===== config.mk =====
export PLATFORM = sky130hd
export DESIGN_NAME = cpu_io_decoder
export DESIGN_NICKNAME = d
export VERILOG_FILES = /design/src/rtl/cpu_io_decoder.sv
export SDC_FILE = /design/constraint.sdc
export NUM_CORES = 1
export LEC_CHECK = 0
export CAP_MARGIN = 10
export CORE_AREA = 2 2 78 80
export DETAILED_ROUTE_END_ITERATION = 7
export DIE_AREA = 0 0 80 82
export PLACE_DENSITY = 0.73
export SYNTH_ARGS = -nofsm -noshare
export SYNTH_HDL_FRONTEND = slang
export SYNTH_SLANG_ARGS = --single-unit

===== constraint.sdc =====
create_clock -name clk28 -period 3.4 [get_ports clk28]
set_clock_uncertainty 0.05 [all_clocks]
set_input_delay 0.34 -clock clk28 [delete_from_list [all_inputs] [get_ports clk28]]
set_output_delay 0.34 -clock clk28 [all_outputs]
set_load 0.005 [all_outputs]

===== src/rtl/cpu_io_decoder.sv =====
// rtl/cpu_io_decoder.sv - Z80 I/O cycle decoder: synchronizes CPU strobes and
// produces per-channel hit, read/write strobes, address/data latches and wait requests.
module cpu_io_decoder #(
  parameter int                     PORTS       = 4,
  parameter int                     SYNC_STAGES = 2,
  parameter logic [PORTS*16-1:0]    PORT_ADDR   = '0,
  parameter logic [PORTS*16-1:0]    PORT_MASK   = '0,
  parameter int                     WAIT_CYCLES = 4
) (
  input  logic             clk28,
  input  logic             rst,
  input  logic [15:0]      a,
  input  logic [7:0]       d,
  input  logic             n_iorq,
  input  logic             n_m1,
  input  logic             n_rd,
  input  logic             n_wr,
  input  logic [PORTS-1:0] port_en,
  input  logic [PORTS-1:0] port_wait,
  output logic             ioreq,
  output logic [PORTS-1:0] hit,
  output logic [PORTS-1:0] rd_stb,
  output logic [PORTS-1:0] wr_stb,
  output logic [15:0]      addr_lat,
  output logic [7:0]       data_lat,
  output logic             n_wait
);

  typedef enum logic [2:0] {S_IDLE, S_DECODE, S_WAIT, S_ACCESS, S_DONE} state_t;

  // Strobes travel as {n_wr, n_rd, n_m1, n_iorq}; reset to the inactive (high) level.
  logic [SYNC_STAGES-1:0][3:0] sync_q, sync_d;
  logic                        iorq_s, m1_s, rd_s, wr_s, cond;

  state_t           state_q, state_d;
  logic [3:0]       cnt_q, cnt_d;
  logic             ioreq_q, ioreq_d;
  logic             n_wait_q, n_wait_d;
  logic [PORTS-1:0] hit_q, hit_d;
  logic [PORTS-1:0] rd_q, rd_d;
  logic [PORTS-1:0] wr_q, wr_d;
  logic [15:0]      addr_q, addr_d;
  logic [7:0]       data_q, data_d;
  logic [PORTS-1:0] win;

  always_comb begin
    sync_d = {sync_q[SYNC_STAGES-2:0], {n_wr, n_rd, n_m1, n_iorq}};
  end

  assign iorq_s = ~sync_q[SYNC_STAGES-1][0];
  assign m1_s   = ~sync_q[SYNC_STAGES-1][1];
  assign rd_s   = ~sync_q[SYNC_STAGES-1][2];
  assign wr_s   = ~sync_q[SYNC_STAGES-1][3];
  assign cond   = iorq_s & ~m1_s;

  // Descending scan so the lowest matching index is the last writer and wins.
  always_comb begin
    win = '0;
    for (int i = PORTS - 1; i >= 0; i--) begin
      if (port_en[i] && (((a ^ PORT_ADDR[16*i +: 16]) & PORT_MASK[16*i +: 16]) == 16'h0)) begin
        win    = '0;
        win[i] = 1'b1;
      end
    end
  end

  always_comb begin
    state_d  = state_q;
    cnt_d    = cnt_q;
    n_wait_d = n_wait_q;
    hit_d    = hit_q;
    addr_d   = addr_q;
    data_d   = data_q;
    rd_d     = '0;
    wr_d     = '0;
    ioreq_d  = cond;
    case (state_q)
      S_IDLE: begin
        if (cond && !ioreq_q) begin
          addr_d  = a;
          hit_d   = win;
          state_d = S_DECODE;
        end
      end
      S_DECODE: begin
        if (|(hit_q & port_wait)) begin
          cnt_d    = 4'(WAIT_CYCLES);
          n_wait_d = 1'b0;
          state_d  = S_WAIT;
        end else begin
          state_d = S_ACCESS;
        end
      end
      S_WAIT: begin
        if (cnt_q <= 4'd1) begin
          cnt_d    = 4'd0;
          n_wait_d = 1'b1;
          state_d  = S_ACCESS;
        end else begin
          cnt_d = cnt_q - 4'd1;
        end
      end
      S_ACCESS: begin
        if (rd_s) begin
          rd_d    = hit_q;
          state_d = S_DONE;
        end else if (wr_s) begin
          wr_d    = hit_q;
          if (|hit_q) data_d = d;
          state_d = S_DONE;
        end
      end
      default: ;
    endcase
    // Losing iorq aborts any cycle in flight, dropping a pending strobe.
    if (state_q != S_IDLE && !iorq_s) begin
      state_d  = S_IDLE;
      hit_d    = '0;
      n_wait_d = 1'b1;
      cnt_d    = 4'd0;
      rd_d     = '0;
      wr_d     = '0;
      data_d   = data_q;
    end
  end

  always_ff @(posedge clk28 or posedge rst) begin
    if (rst) begin
      sync_q   <= '1;
      state_q  <= S_IDLE;
      cnt_q    <= 4'd0;
      ioreq_q  <= 1'b0;
      n_wait_q <= 1'b1;
      hit_q    <= '0;
      rd_q     <= '0;
      wr_q     <= '0;
      addr_q   <= 16'h0;
      data_q   <= 8'h0;
    end else begin
      sync_q   <= sync_d;
      state_q  <= state_d;
      cnt_q    <= cnt_d;
      ioreq_q  <= ioreq_d;
      n_wait_q <= n_wait_d;
      hit_q    <= hit_d;
      rd_q     <= rd_d;
      wr_q     <= wr_d;
      addr_q   <= addr_d;
      data_q   <= data_d;
    end
  end

  assign ioreq    = ioreq_q;
  assign hit      = hit_q;
  assign rd_stb   = rd_q;
  assign wr_stb   = wr_q;
  assign addr_lat = addr_q;
  assign data_lat = data_q;
  assign n_wait   = n_wait_q;

endmodule


==> tab_implementation.tex <==
\begin{tabular}{lr}
\hline
Metric & Value \\
\hline
\multicolumn{2}{l}{\textbf{STA}} \\
Final period demand of the worst path & around 2.2 ns \\
Final max-slew violation count & 0 \\
Hold violation total from the final report & 0 \\
Headroom to the max-slew limit & 29.1\% \\
Final worst-path cycle share & between 60\% and 70\% \\
Number of setup violations in the final report & 0 \\
Sum of negative setup slack & 0 ns \\
Final Worst Setup Slack & roughly 1.2 ns \\
Slew at the pin closest to its max-slew limit & roughly 1.1 ns \\
Unrepaired setup endpoints after global routing & no \\
Highest Clock Rate & between 400 and 500 MHz \\
\multicolumn{2}{l}{\textbf{Floorplan}} \\
Number of rows in the core area & 28 \\
IO Count & 76 \\
Starting density of the core & around two fifths \\
Die X-Extent & about 80 um \\
Chip height & a little over 80 um \\
Placeable core region & $\sim$5700 um2 \\
Overall die area & 6560 um2 \\
\multicolumn{2}{l}{\textbf{CTS}} \\
Hold buffer count at CTS & 0 \\
Post-CTS setup buffers & 0 \\
CTS clk-pin slew, worst paths & $\sim$0.090 ns \\
Post-cts gate resize count & 0 \\
Clock root buffer & clkbuf\_8 \\
Source-to-sink clock delay at the later pin of the worst-skew pair & roughly 0.30 ns \\
Max clock buf depth & 2 \\
Total CTS buffers & 5 \\
Clock Sink Count & 53 \\
H-tree lvl count & 2 \\
CTS tree & done \\
\multicolumn{2}{l}{\textbf{Logic synthesis}} \\
Top cell type by total area after synthesis & dfrtp\_1 \\
Synth Net Count & around 240 \\
Mapped cell area & approximately 2200 um2 \\
Syn. warnings & 0 \\
Mapped Cells & around 200 \\
Portion of the post-synthesis area used by sequential elements & between 60 and 70\% \\
Leading cell types by total area after synthesis & dfrtp\_1 (49\%), dfstp\_2 (11\%), nand2\_1 (8.9\%), mux2\_4 (5.4\%), and2\_1 (2.2\%) \\
Post-synthesis area per instance & $\sim$11 um2 \\
Area share of the largest cell type after synthesis & between 40\% and 50\% \\
Async set or reset register ratio after synthesis & 100\% \\
Predominant post-synthesis flop cell & dfrtp\_1 \\
Synthesis-stage register bit count & 53 \\
Post-synth EDFFs & 0 \\
Distinct cells, synth & 42 \\
\multicolumn{2}{l}{\textbf{Setup path}} \\
Required @ worst endpoint & roughly 3.5 ns \\
Launching element type of the critical path & flop \\
Top fanout value on the critical path & 13 \\
Launch point of the worst reg-to-reg path & state\_q[0] \\
Data arrival time at the worst-slack endpoint & approximately 2.3 ns \\
Crit. End Element & flop \\
Critical Path Source & state\_q[0] \\
Classification of the worst setup path & flop to flop \\
\multicolumn{2}{l}{\textbf{Global route}} \\
Met3 Resource Use GR & under 10\% \\
Overall fraction of global-route tracks in use & between 15 and 20\% \\
Antenna violations before repair & 0 \\
Total congestion overflow after global routing & 0 \\
Met1 track demand over resource & 20.1\% \\
Vias in the first global route & $\sim$1700 \\
Busiest grt layer & met2 \\
First-pass GRT wire length & roughly 8000 um \\
Global-route track usage on met2 & a little over a quarter \\
Maximum number of pins on one net before global-route repair & between 50 and 60 \\
\multicolumn{2}{l}{\textbf{Hold path}} \\
Start point of the worst hold path & sync\_d[7] \\
Hold crit path type & flop to flop \\
\multicolumn{2}{l}{\textbf{Pwr}} \\
Leakage power & roughly 1.4 nW \\
Largest vdd supply drop & approximately 0.40 mV \\
Pwr per Cell Area & approximately 680 nW/um2 \\
Switching fraction of total power & 30.3\% \\
Internal Dissipation & 1.48 mW \\
Part of the power in combinational logic & a little over a third \\
Reg power frac & between 40\% and 50\% \\
Switching power total & $\sim$650 uW \\
Relative contribution of the clock network to total power & between 20 and 25\% \\
\multicolumn{2}{l}{\textbf{Final layout}} \\
Multi-input gate area & approximately 800 um2 \\
Cell area after layout & $\sim$3100 um2 \\
Fraction of layout cells with a size suffix above 1 & a little under an eighth \\
Antenna Diode Count & 0 \\
Filler cells & around 540 \\
Area taken by flip-flops and latches & roughly 1300 um2 \\
Most frequent standard cell in the layout excluding fill and tap cells & clkdlybuf4s50\_1 \\
Fin nets & 310 \\
Growth of design area from synthesis to finish & 40.6\% \\
Commonest cells after routing, fill and taps aside & clkdlybuf4s50\_1 (75), nand2\_1 (53), dfrtp\_1 (44), dfstp\_2 (9) \\
\multicolumn{2}{l}{\textbf{Route}} \\
Detailed Route WL & just under 5000 um \\
Antenna violation net count after detailed routing & 0 \\
Detail-routed net length per standard cell & $\sim$14 um \\
Pre-antenna DRT Iters & 4 \\
Ratio of routed vias to standard cells & 4.86 \\
Iteration-0 DRC count of the detailed router & around 170 \\
Remaining DRCs & 0 \\
Vias & about 1700 \\
\multicolumn{2}{l}{\textbf{Placed design}} \\
DP Worst Slack & between 1 and 1.5 ns \\
Detailed Place HPWL & approximately 3400 um \\
Routability cong. & 0.896 \\
Total placed instance area & around 3000 um2 \\
Buffers on Ports & 75 \\
\multicolumn{2}{l}{\textbf{Status}} \\
Outcome & finished, final reports clean \\
\multicolumn{2}{l}{\textbf{Job}} \\
Max Cap Viol & 0 \\
\hline
\end{tabular}
power groups by stage:
stage	combinational (mW)	sequential (mW)	clock, mW
2_1_floorplan	0.380	0.928	0
3_3_place_gp	0.724	0.956	0
3_5_place_dp	0.742	0.960	0
4_1_cts	0.746	0.954	0.446
5_1_grt	0.817	0.979	0.473
6_report	0.738	0.954	0.436
final timing paths:
kind,endpoint,slack [ns],cells after the start
worst max-delay path,data_lat[4],1.22,4
worst min-delay path,sync_q[7],0.31,0
worst max register to register,data_lat[4],1.22,4
worst min register to register,sync_q[7],0.31,0
max in group asynchronous,hit[1],2.09,2
min in group asynchronous,addr_lat[14],0.57,2
final cells by class:
type                    instances  area share (%)
flip-flops and latches         53            42.7
multi-input cells             128            25.6
repair buffers                 76            24.2
well taps                      75            3.00
clock buffers                   7            2.76
clock inverters                 1           0.960
inverters                       6           0.720
flip-flops by register name, indices dropped and copies added, names as in the netlist:
signal    count
cnt_q         4
sync_q        4
state_q       3
ioreq         1
hit           4
sync_d        4
addr_lat     16
data_lat      8
n_wait        1
rd_stb        4
wr_stb        4
synth_stat cells, types with 3 or more instances:
cell type	number
nor3_1	4
inv_1	6
dfstp_2	9
dfrtp_1	44
nand2_1	53
o21ai_0	3
a21oi_1	5
o2bb2ai_1	3
buf_2	4
buf_6	3
nor2_1	8
nor2b_1	4
mux2_4	8
and2_1	8
metal layers:
layer  routed length (um)  up-vias
li1                     -      799
met1                 2030      814
met2                 2510       57
met3                  225       11
met4                   95        0
met5                    0        -
cell families after synthesis:
kind of cell	count (synthesis)	share of synthesized area [%]
simple gates	91	20.5
mux	9	5.85
buf+inv	15	3.93
flops	53	60.1
compound gates	25	8.09
fa+ha+maj	2	1.12
xor+xnor	1	0.394
critical path, cell delays in order (launching register included):
cell,delay (ns)
dfrtp_1,0.62
nand2b_4,0.12
nor4b_4,0.35
o41a_1,0.59
mux2_4,0.34
metrics by stage:
stage / util [%] / hold slack [ns] / cells / power (mW)
after floorplan: - / 0.294 / 196 / 1.31
after global placement: 52.4 / 0.296 / 338 / 1.68
after detailed placement: 52.4 / 0.298 / 338 / 1.70
after CTS: 54.5 / 0.311 / 346 / 2.15
after global routing: 54.5 / 0.313 / 346 / 2.27
final: 54.5 / 0.309 / 346 / 2.13
No activity file was read; power rests on OpenSTA's default activity.
